File: src/rtl/nabp_angle_scheduler.sv
// nabp_angle_scheduler
//
// Sequences the projection angles of one backprojection run. A kick in IDLE
// loads the first angle and the run length; angles are then offered one at a
// time to the swap control and advance by a fixed step, wrapping at
// ANGLE_MOD. Dispatched-but-unretired angles are counted so that dispatch
// pauses while every swappable is busy. When the last angle has been taken
// and retired, na_done pulses for one cycle in the first IDLE cycle.
//
// Handshake (hs_*): hs_angle_valid is a function of registered state only
// (state == SERVE and a free swappable). A transfer ("take") happens on a
// rising edge where hs_angle_valid and hs_next_angle_ack are both high;
// hs_next_angle_ack while hs_angle_valid is low has no effect. hs_angle and
// hs_has_next_angle hold their values until a take and change after that
// edge.
//
// Ports:
//   clk                in   clock, rising edge
//   reset_n            in   asynchronous active-low reset
//   na_kick            in   start a run (ignored unless idle)
//   hs_angle           out  angle currently offered
//   hs_angle_valid     out  hs_angle may be taken this cycle
//   hs_next_angle_ack  in   consumer takes hs_angle
//   hs_has_next_angle  out  at least one more angle follows this one
//   sw_itr_done        in   one-cycle pulse: a swappable retired an angle
//   busy               out  run in progress
//   na_done            out  one-cycle pulse: run complete
//   err_underflow      out  sticky: retirement seen with nothing in flight
//
// The FSM state is held in r_state (type state_t) for external checkers.

module nabp_angle_scheduler #(
  parameter int ANGLE_WIDTH  = 8,
  parameter int ANGLE_COUNT  = 180,
  parameter int ANGLE_START  = 0,
  parameter int ANGLE_STEP   = 1,
  parameter int ANGLE_MOD    = 180,
  parameter int MAX_INFLIGHT = 2
) (
  input  logic                   clk,
  input  logic                   reset_n,
  input  logic                   na_kick,
  output logic [ANGLE_WIDTH-1:0] hs_angle,
  output logic                   hs_angle_valid,
  input  logic                   hs_next_angle_ack,
  output logic                   hs_has_next_angle,
  input  logic                   sw_itr_done,
  output logic                   busy,
  output logic                   na_done,
  output logic                   err_underflow
);

  localparam int AW = ANGLE_WIDTH;
  localparam int RW = $clog2(ANGLE_COUNT + 1);
  localparam int IW = $clog2(MAX_INFLIGHT + 1);

  typedef enum logic [1:0] {
    ST_IDLE  = 2'd0,
    ST_SERVE = 2'd1,
    ST_DRAIN = 2'd2
  } state_t;

  state_t          r_state;
  state_t          w_state_next;
  logic [AW-1:0]   r_angle;
  logic [RW-1:0]   r_remaining;
  logic [IW-1:0]   r_inflight;
  logic            r_err_underflow;
  logic            r_done;

  logic            w_valid;
  logic            w_take;
  logic            w_start;
  logic            w_last_take;
  logic [IW-1:0]   w_inflight_next;
  logic            w_underflow;
  logic [AW:0]     w_angle_sum;
  logic [AW-1:0]   w_angle_next;
  logic            w_done_next;

  // ---------------------------------------------------------------------------
  // Handshake
  // ---------------------------------------------------------------------------
  assign w_valid     = (r_state == ST_SERVE) && (r_inflight < IW'(MAX_INFLIGHT));
  assign w_take      = w_valid && hs_next_angle_ack;
  assign w_start     = (r_state == ST_IDLE) && na_kick;
  assign w_last_take = w_take && (r_remaining == RW'(1));

  // ---------------------------------------------------------------------------
  // Angle advance: the sum is formed one bit wider so that a step past the
  // top of the angle range (up to 2^ANGLE_WIDTH) cannot wrap silently before
  // the modulus compare.
  // ---------------------------------------------------------------------------
  assign w_angle_sum = {1'b0, r_angle} + (AW + 1)'(ANGLE_STEP);

  always_comb begin
    w_angle_next = AW'(w_angle_sum);
    if (w_angle_sum >= (AW + 1)'(ANGLE_MOD)) begin
      w_angle_next = AW'(w_angle_sum - (AW + 1)'(ANGLE_MOD));
    end
  end

  // ---------------------------------------------------------------------------
  // In-flight tracking. A take and a retirement in the same cycle cancel.
  // A retirement with nothing in flight (and no take to pair with) is an
  // underflow: the count stays at zero and the sticky error is raised.
  // ---------------------------------------------------------------------------
  always_comb begin
    w_inflight_next = r_inflight;
    w_underflow     = 1'b0;
    if (w_take && !sw_itr_done) begin
      w_inflight_next = r_inflight + IW'(1);
    end else if (!w_take && sw_itr_done) begin
      if (r_inflight != '0) begin
        w_inflight_next = r_inflight - IW'(1);
      end else begin
        w_underflow = 1'b1;
      end
    end
  end

  // ---------------------------------------------------------------------------
  // FSM next state. When the final take leaves nothing in flight, the drain
  // phase is skipped and the run completes on the take edge itself.
  // ---------------------------------------------------------------------------
  always_comb begin
    w_state_next = r_state;
    case (r_state)
      ST_IDLE: begin
        if (na_kick) begin
          w_state_next = ST_SERVE;
        end
      end
      ST_SERVE: begin
        if (w_last_take) begin
          if (w_inflight_next == '0) begin
            w_state_next = ST_IDLE;
          end else begin
            w_state_next = ST_DRAIN;
          end
        end
      end
      ST_DRAIN: begin
        if (w_inflight_next == '0) begin
          w_state_next = ST_IDLE;
        end
      end
      default: begin
        w_state_next = ST_IDLE;
      end
    endcase
  end

  // Completion pulse is registered so it appears in the first IDLE cycle.
  assign w_done_next = (r_state != ST_IDLE) && (w_state_next == ST_IDLE);

  // ---------------------------------------------------------------------------
  // State register
  // ---------------------------------------------------------------------------
  always_ff @(posedge clk or negedge reset_n) begin
    if (!reset_n) begin
      r_state <= ST_IDLE;
      r_done  <= 1'b0;
    end else begin
      r_state <= w_state_next;
      r_done  <= w_done_next;
    end
  end

  // ---------------------------------------------------------------------------
  // Datapath registers
  // ---------------------------------------------------------------------------
  always_ff @(posedge clk or negedge reset_n) begin
    if (!reset_n) begin
      r_angle     <= '0;
      r_remaining <= '0;
    end else if (w_start) begin
      r_angle     <= AW'(ANGLE_START);
      r_remaining <= RW'(ANGLE_COUNT);
    end else if (w_take) begin
      r_angle     <= w_angle_next;
      r_remaining <= r_remaining - RW'(1);
    end
  end

  // The in-flight count is deliberately not cleared by a kick: angles still
  // held by a swappable from an earlier run keep occupying it.
  always_ff @(posedge clk or negedge reset_n) begin
    if (!reset_n) begin
      r_inflight      <= '0;
      r_err_underflow <= 1'b0;
    end else begin
      r_inflight <= w_inflight_next;
      if (w_underflow) begin
        r_err_underflow <= 1'b1;
      end
    end
  end

  // ---------------------------------------------------------------------------
  // Outputs
  // ---------------------------------------------------------------------------
  assign hs_angle          = r_angle;
  assign hs_angle_valid    = w_valid;
  assign hs_has_next_angle = (r_state == ST_SERVE) && (r_remaining > RW'(1));
  assign busy              = (r_state != ST_IDLE);
  assign na_done           = r_done;
  assign err_underflow     = r_err_underflow;

endmodule

File: config.mk
export PLATFORM = sky130hd
export DESIGN_NAME = nabp_angle_scheduler
export DESIGN_NICKNAME = d
export VERILOG_FILES = /design/src/rtl/nabp_angle_scheduler.sv
export SDC_FILE = /design/constraint.sdc
export NUM_CORES = 1
export LEC_CHECK = 0
export ABC_AREA = 1
export BUFFER_PORTS_ARGS = -buffer_cell sky130_fd_sc_hd__buf_2
export CORE_ASPECT_RATIO = 1.2
export CORE_UTILIZATION = 40
export DETAILED_ROUTE_END_ITERATION = 8
export PLACE_DENSITY = 0.57
export SETUP_SLACK_MARGIN = 0.4
export SLEW_MARGIN = 25
export SYNTH_ARGS = -nofsm -noshare
export SYNTH_HDL_FRONTEND = slang
export SYNTH_SLANG_ARGS = --single-unit
File: constraint.sdc
create_clock -name clk -period 5.1 [get_ports clk]
set_input_delay 0.765 -clock clk [delete_from_list [all_inputs] [get_ports clk]]
set_output_delay 0.765 -clock clk [all_outputs]
set_load 0.05 [all_outputs]
======== Yosys cells after proc, flatten, opt, wreduce, memory -nomap -nowiden ========
Index checks and enable logic that the tools add are counted.
operators by class
  add/sub/neg operators ................... 5
  magnitude comparators ................... 3
  equality and inequality tests ........... 3
  muxes and demuxes ....................... 16
  reductions and logical operators ........ 16
operator list
  kind                                                                             count
  8-bit 2-to-1 mux                                                                 5
  2-bit 2-to-1 mux                                                                 7
  8-bit by 1-bit adder with 9-bit output, second input constant                    1
  9-bit by 8-bit >= comparator with 1-bit output, second input constant            1
  8-bit by 1-bit == test with 1-bit output, second input constant                  1
  8-bit by 1-bit greater-than comparator with 1-bit output, second input constant  1
  1-bit logical AND                                                                8
  8-bit by 1-bit subtractor with 8-bit output, second input constant               1
  8-bit subtractor, second input constant                                          1
  2-bit zero test                                                                  3
  2-bit case mux with 3 select lines                                               1
  2-bit nonzero test                                                               3
  1-bit 2-to-1 mux                                                                 3
  2-bit by 1-bit adder with 2-bit output, second input constant                    1
  2-bit by 1-bit == test with 1-bit output, second input constant                  1
  2-bit == test, second input constant                                             1
  1-bit zero test                                                                  2
  2-bit less-than comparator, second input constant                                1
  2-bit by 1-bit subtractor with 2-bit output, second input constant               1
storage, ports and cells
  register bits ........................... 22
  input port bits ......................... 5
  output and inout bits ................... 13
  word-level logic and storage cells ...... 49

======== Longest topological paths before layout ========
  depth after elaboration ................. 13
  gate-level depth with buffers ........... 14
  depth with buffers taken out ............ 14

======== Worst setup path before layout ========
No wires, ideal clock.
  kind .................................... flip-flop to output port
  from .................................... register r_remaining[0]
  to ...................................... output hs_has_next_angle
  arrival time ............................ 1.395 ns
  data required time ...................... 4.335 ns
  path slack .............................. 2.940 ns
  cell stages (with the launch flop) ...... 6
  buffers on the path ..................... 0
  path through ............................ dfrtp_1 > inv_1 > ha_1 > nand2_1 > o21ai_0 > nor2_1
between the ends
  cells in the longest elaborated chain, start to end .. 2
RTL lines
  item                                                      line  RTL
  start: declaration                                        66    logic [RW-1:0] r_remaining;
  start signal: assignment                                  179   r_remaining <= RW'(ANGLE_COUNT);
  start signal: assignment                                  182   r_remaining <= r_remaining - RW'(1);
  8-bit by 1-bit greater-than comparator with 1-bit output  205   assign hs_has_next_angle = (r_state == ST_SERVE) && (r_remaining > RW'(1));
  1-bit logical AND                                         205
  end: declaration                                          46    output logic hs_has_next_angle,
No other way between the ends.

======== Final worst setup path ========
Same ends and word-level chain as after synthesis.

==> impl_metrics.ini <==
[run_status]
outcome = finished with violations
violations = design-rule violations

[power]
p_leak_nw = 0.855
seqPwrFrac_pct = 34.1
internal_power_mw = 0.427
pwr-share-comb_pct = 54.0
swShare_pct = 51.7
peakVddDrop_uv = 256
p_switching_mw = 0.456
power_density_mw_per_mm2 = 538
p_clk_share_pct = 11.8

[finish]
syn_to_final_growth_pct = 11.4
drive_above_1_share_pct = 20.0
n_antenna_cell = 0
layout_common_cells = nand2_1 (55), inv_1 (25), dfrtp_1 (22), nor2_1 (20), nand3_1 (18)
fill_cells = 349
final_common_cell = nand2_1
utilization_pct = 47.9
nNetsFinal = 235
stdcell_count = 257

[critical_path]
setup.worst_path.end_class = primary output
arrival_ns = 1.45
critPathSlowestCell = dfrtp_1
rr_endpoint = hs_angle[6]
r2r_slack_ns = 3.02
worstPathCellList = inv_1, ha_1, nand2_1, o21ai_0, nor2_1, buf_2
cp_data_required_time_ns = 4.34
cpLargestDelayFamily = flip-flops
r2r_cells = 13
critPathMaxStageDelay_ns = 0.39
cp_max_fo = 4
startpoint = r_remaining[0]
cp-start-kind = flip-flop
r2r-start = hs_angle[0]
path_buf_inv = 2
critical_path_class = reg2out

[clocking]
cts_tree = done
worstSkewPairLatency_ns = 0.26
clock-sinks = 22
numCtsBuffers = 3
cts_resized = 0
clk_pin_slew_ns = 0.07
htree_levels = 1
ctsLongestPathBuffers = 2
root_buffer = clkbuf_8
cts_hold_buffers = 0
post_cts_buffers = 0

[timing]
rsz0062_at_grt = false
fin_worst_skew_ns = 0.00274
drv_slew = 0
fin_crit_sh_pct = 43.4
tns_ns = 0
worst_slew_pin_slew_ns = 0.500
finalSetupViolations = 0
hold_violations = 0
fmax_ghz = 0.452
slew_headroom_pct = 66.6
period_needed_ns = 2.21

[job]
drv_cap = 0

[logic_synthesis]
syn_inst = 201
async_flop_share_pct = 100
synth-edff-count = 0
synth-main-ff-cell = dfrtp_1
synthTopCellsByArea = dfrtp_1 (37%), nand2_1 (14%), ha_1 (6.8%)
muxShareOfSynthArea_pct = 0
synth_top_area_share_pct = 37.4
yosysSeqAreaShare_pct = 37.4
synthSimpleGateAreaFrac_pct = 38.4
yosysWarnings = 0
yosys.area_share.xor_xnor_pct = 1.19
synthesis.nets = 214
synth-compound-area-share_pct = 8.76
synth_top_family_by_area = simple AND/OR/NAND/NOR gates
yosys.area_share.adder_pct = 6.80
synth_cell_types = 30
netlist_area_mm2 = 0.00147
ys_ff_latch = 22
synth_top_cell_by_area = dfrtp_1
syn_area_per_cell_um2 = 7.32

[floorplan]
chipWidth_um = 57.4
die_h_um = 68.4
row_count = 23
core_mm2 = 0.00342
io_pins = 18
die_area_mm2 = 0.00393
start_util_pct = 43.0

[global_route]
grt_pass1_wl_um = 5490
grt_max_degree = 23
antenna_found_initial = 0
track_usage_pct = 18.0
grt.overflow.total = 0
grt_pass1_vias = 1290

[routing]
ant_nets = 0
drcViolationCount = 4
drt-total-wl_um = 3110
wl_per_cell_um = 12.1
via_per_inst = 5.18
drt_first_pass_iters = 6
vias = 1331
drtIter0Drc = 41

[placement]
port_buffers = 17
dp_cells = 254
place.gp.congestion = 0.939
dpl.hpwl_um = 2530

[min_path]
hp-class = in2async
-- metal layers --
metal	up-vias	GRT usage [%]	wire [um]
li1	681	-	-
met1	626	19.5	1310
met2	20	35.5	1670
met3	4	1.32	79
met4	0	8.23	51
met5	-	0	0
-- worst register-to-register path: stages, from the launching register on --
cell and delay (ns):
dfrtp_1 0.45, ha_1 0.28, or2_0 0.23, nand2_1 0.14, inv_1 0.07, ha_1 0.18
nand2_1 0.07, inv_1 0.06, nand2_2 0.08, nand3_2 0.16, nand2_1 0.10, nand2_1 0.06
nand2_1 0.05, nand2_1 0.04
-- cell type report --
type / instances / area, um2 / share of cell area (%)
inverters: 28 / 105 / 6.41
multi-input cells: 150 / 811 / 49.5
flip-flops and latches: 22 / 551 / 33.6
well taps: 37 / 46.3 / 2.82
clock buffers: 3 / 41.3 / 2.52
repair buffers: 17 / 85.1 / 5.19
-- worst max path at each step --
stage	slack, ns	depth (start not counted)	endpoint
after global routing	2.75	6	hs_has_next_angle
after detailed placement	3.02	8	r_remaining[6]
after floorplan	2.94	5	hs_has_next_angle
after global placement	3.09	10	r_remaining[7]
final	2.89	6	hs_has_next_angle
after CTS	2.87	6	hs_has_next_angle
-- state kept, by name, indices dropped and copies added (netlist names) --
name	count
r_remaining	8
r_inflight	2
r_state	2
na_done	1
hs_angle	8
err_underflow	1
-- power by group through the flow --
stage / Combinational (mW) / Sequential [mW] / Clock (mW)
2_1_floorplan: 0.311 / 0.360 / 0
3_3_place_gp: 0.473 / 0.303 / 0
3_5_place_dp: 0.481 / 0.305 / 0
4_1_cts: 0.483 / 0.302 / 0.108
5_1_grt: 0.538 / 0.313 / 0.112
6_report: 0.477 / 0.301 / 0.104
-- cells in the mapped netlist (2+ instances only) --
library cell,count
nand2_2,6
nand3_1,18
nand3_2,2
dfrtp_1,22
ha_1,8
nand2_1,55
o21ai_0,11
a21oi_1,3
inv_2,3
nor2_2,4
nand4_1,3
a21oi_2,2
nor2_1,20
inv_1,25
nor2_4,4
-- per-stage QoR --
step	hold slack [ns]	total power [mW]	cell area [um2]	setup WS, ns
6_report	0.458	0.883	1640	2.89
5_1_grt	0.496	0.963	1640	2.75
4_1_cts	0.475	0.893	1640	2.87
3_5_place_dp	0.459	0.786	1600	3.02
3_3_place_gp	0.448	0.777	1600	3.09
2_1_floorplan	0.445	0.671	1470	2.94
-- kinds of logic (layout without fill, tap and decap cells) --
kind of cell | Yosys count | after routing
simple gates | 118 | 118
xor+xnor | 2 | 2
buf+inv | 29 | 48
fa+ha+maj | 8 | 8
compound gates | 22 | 22
flops | 22 | 22
(Power assumes the default switching activity.)
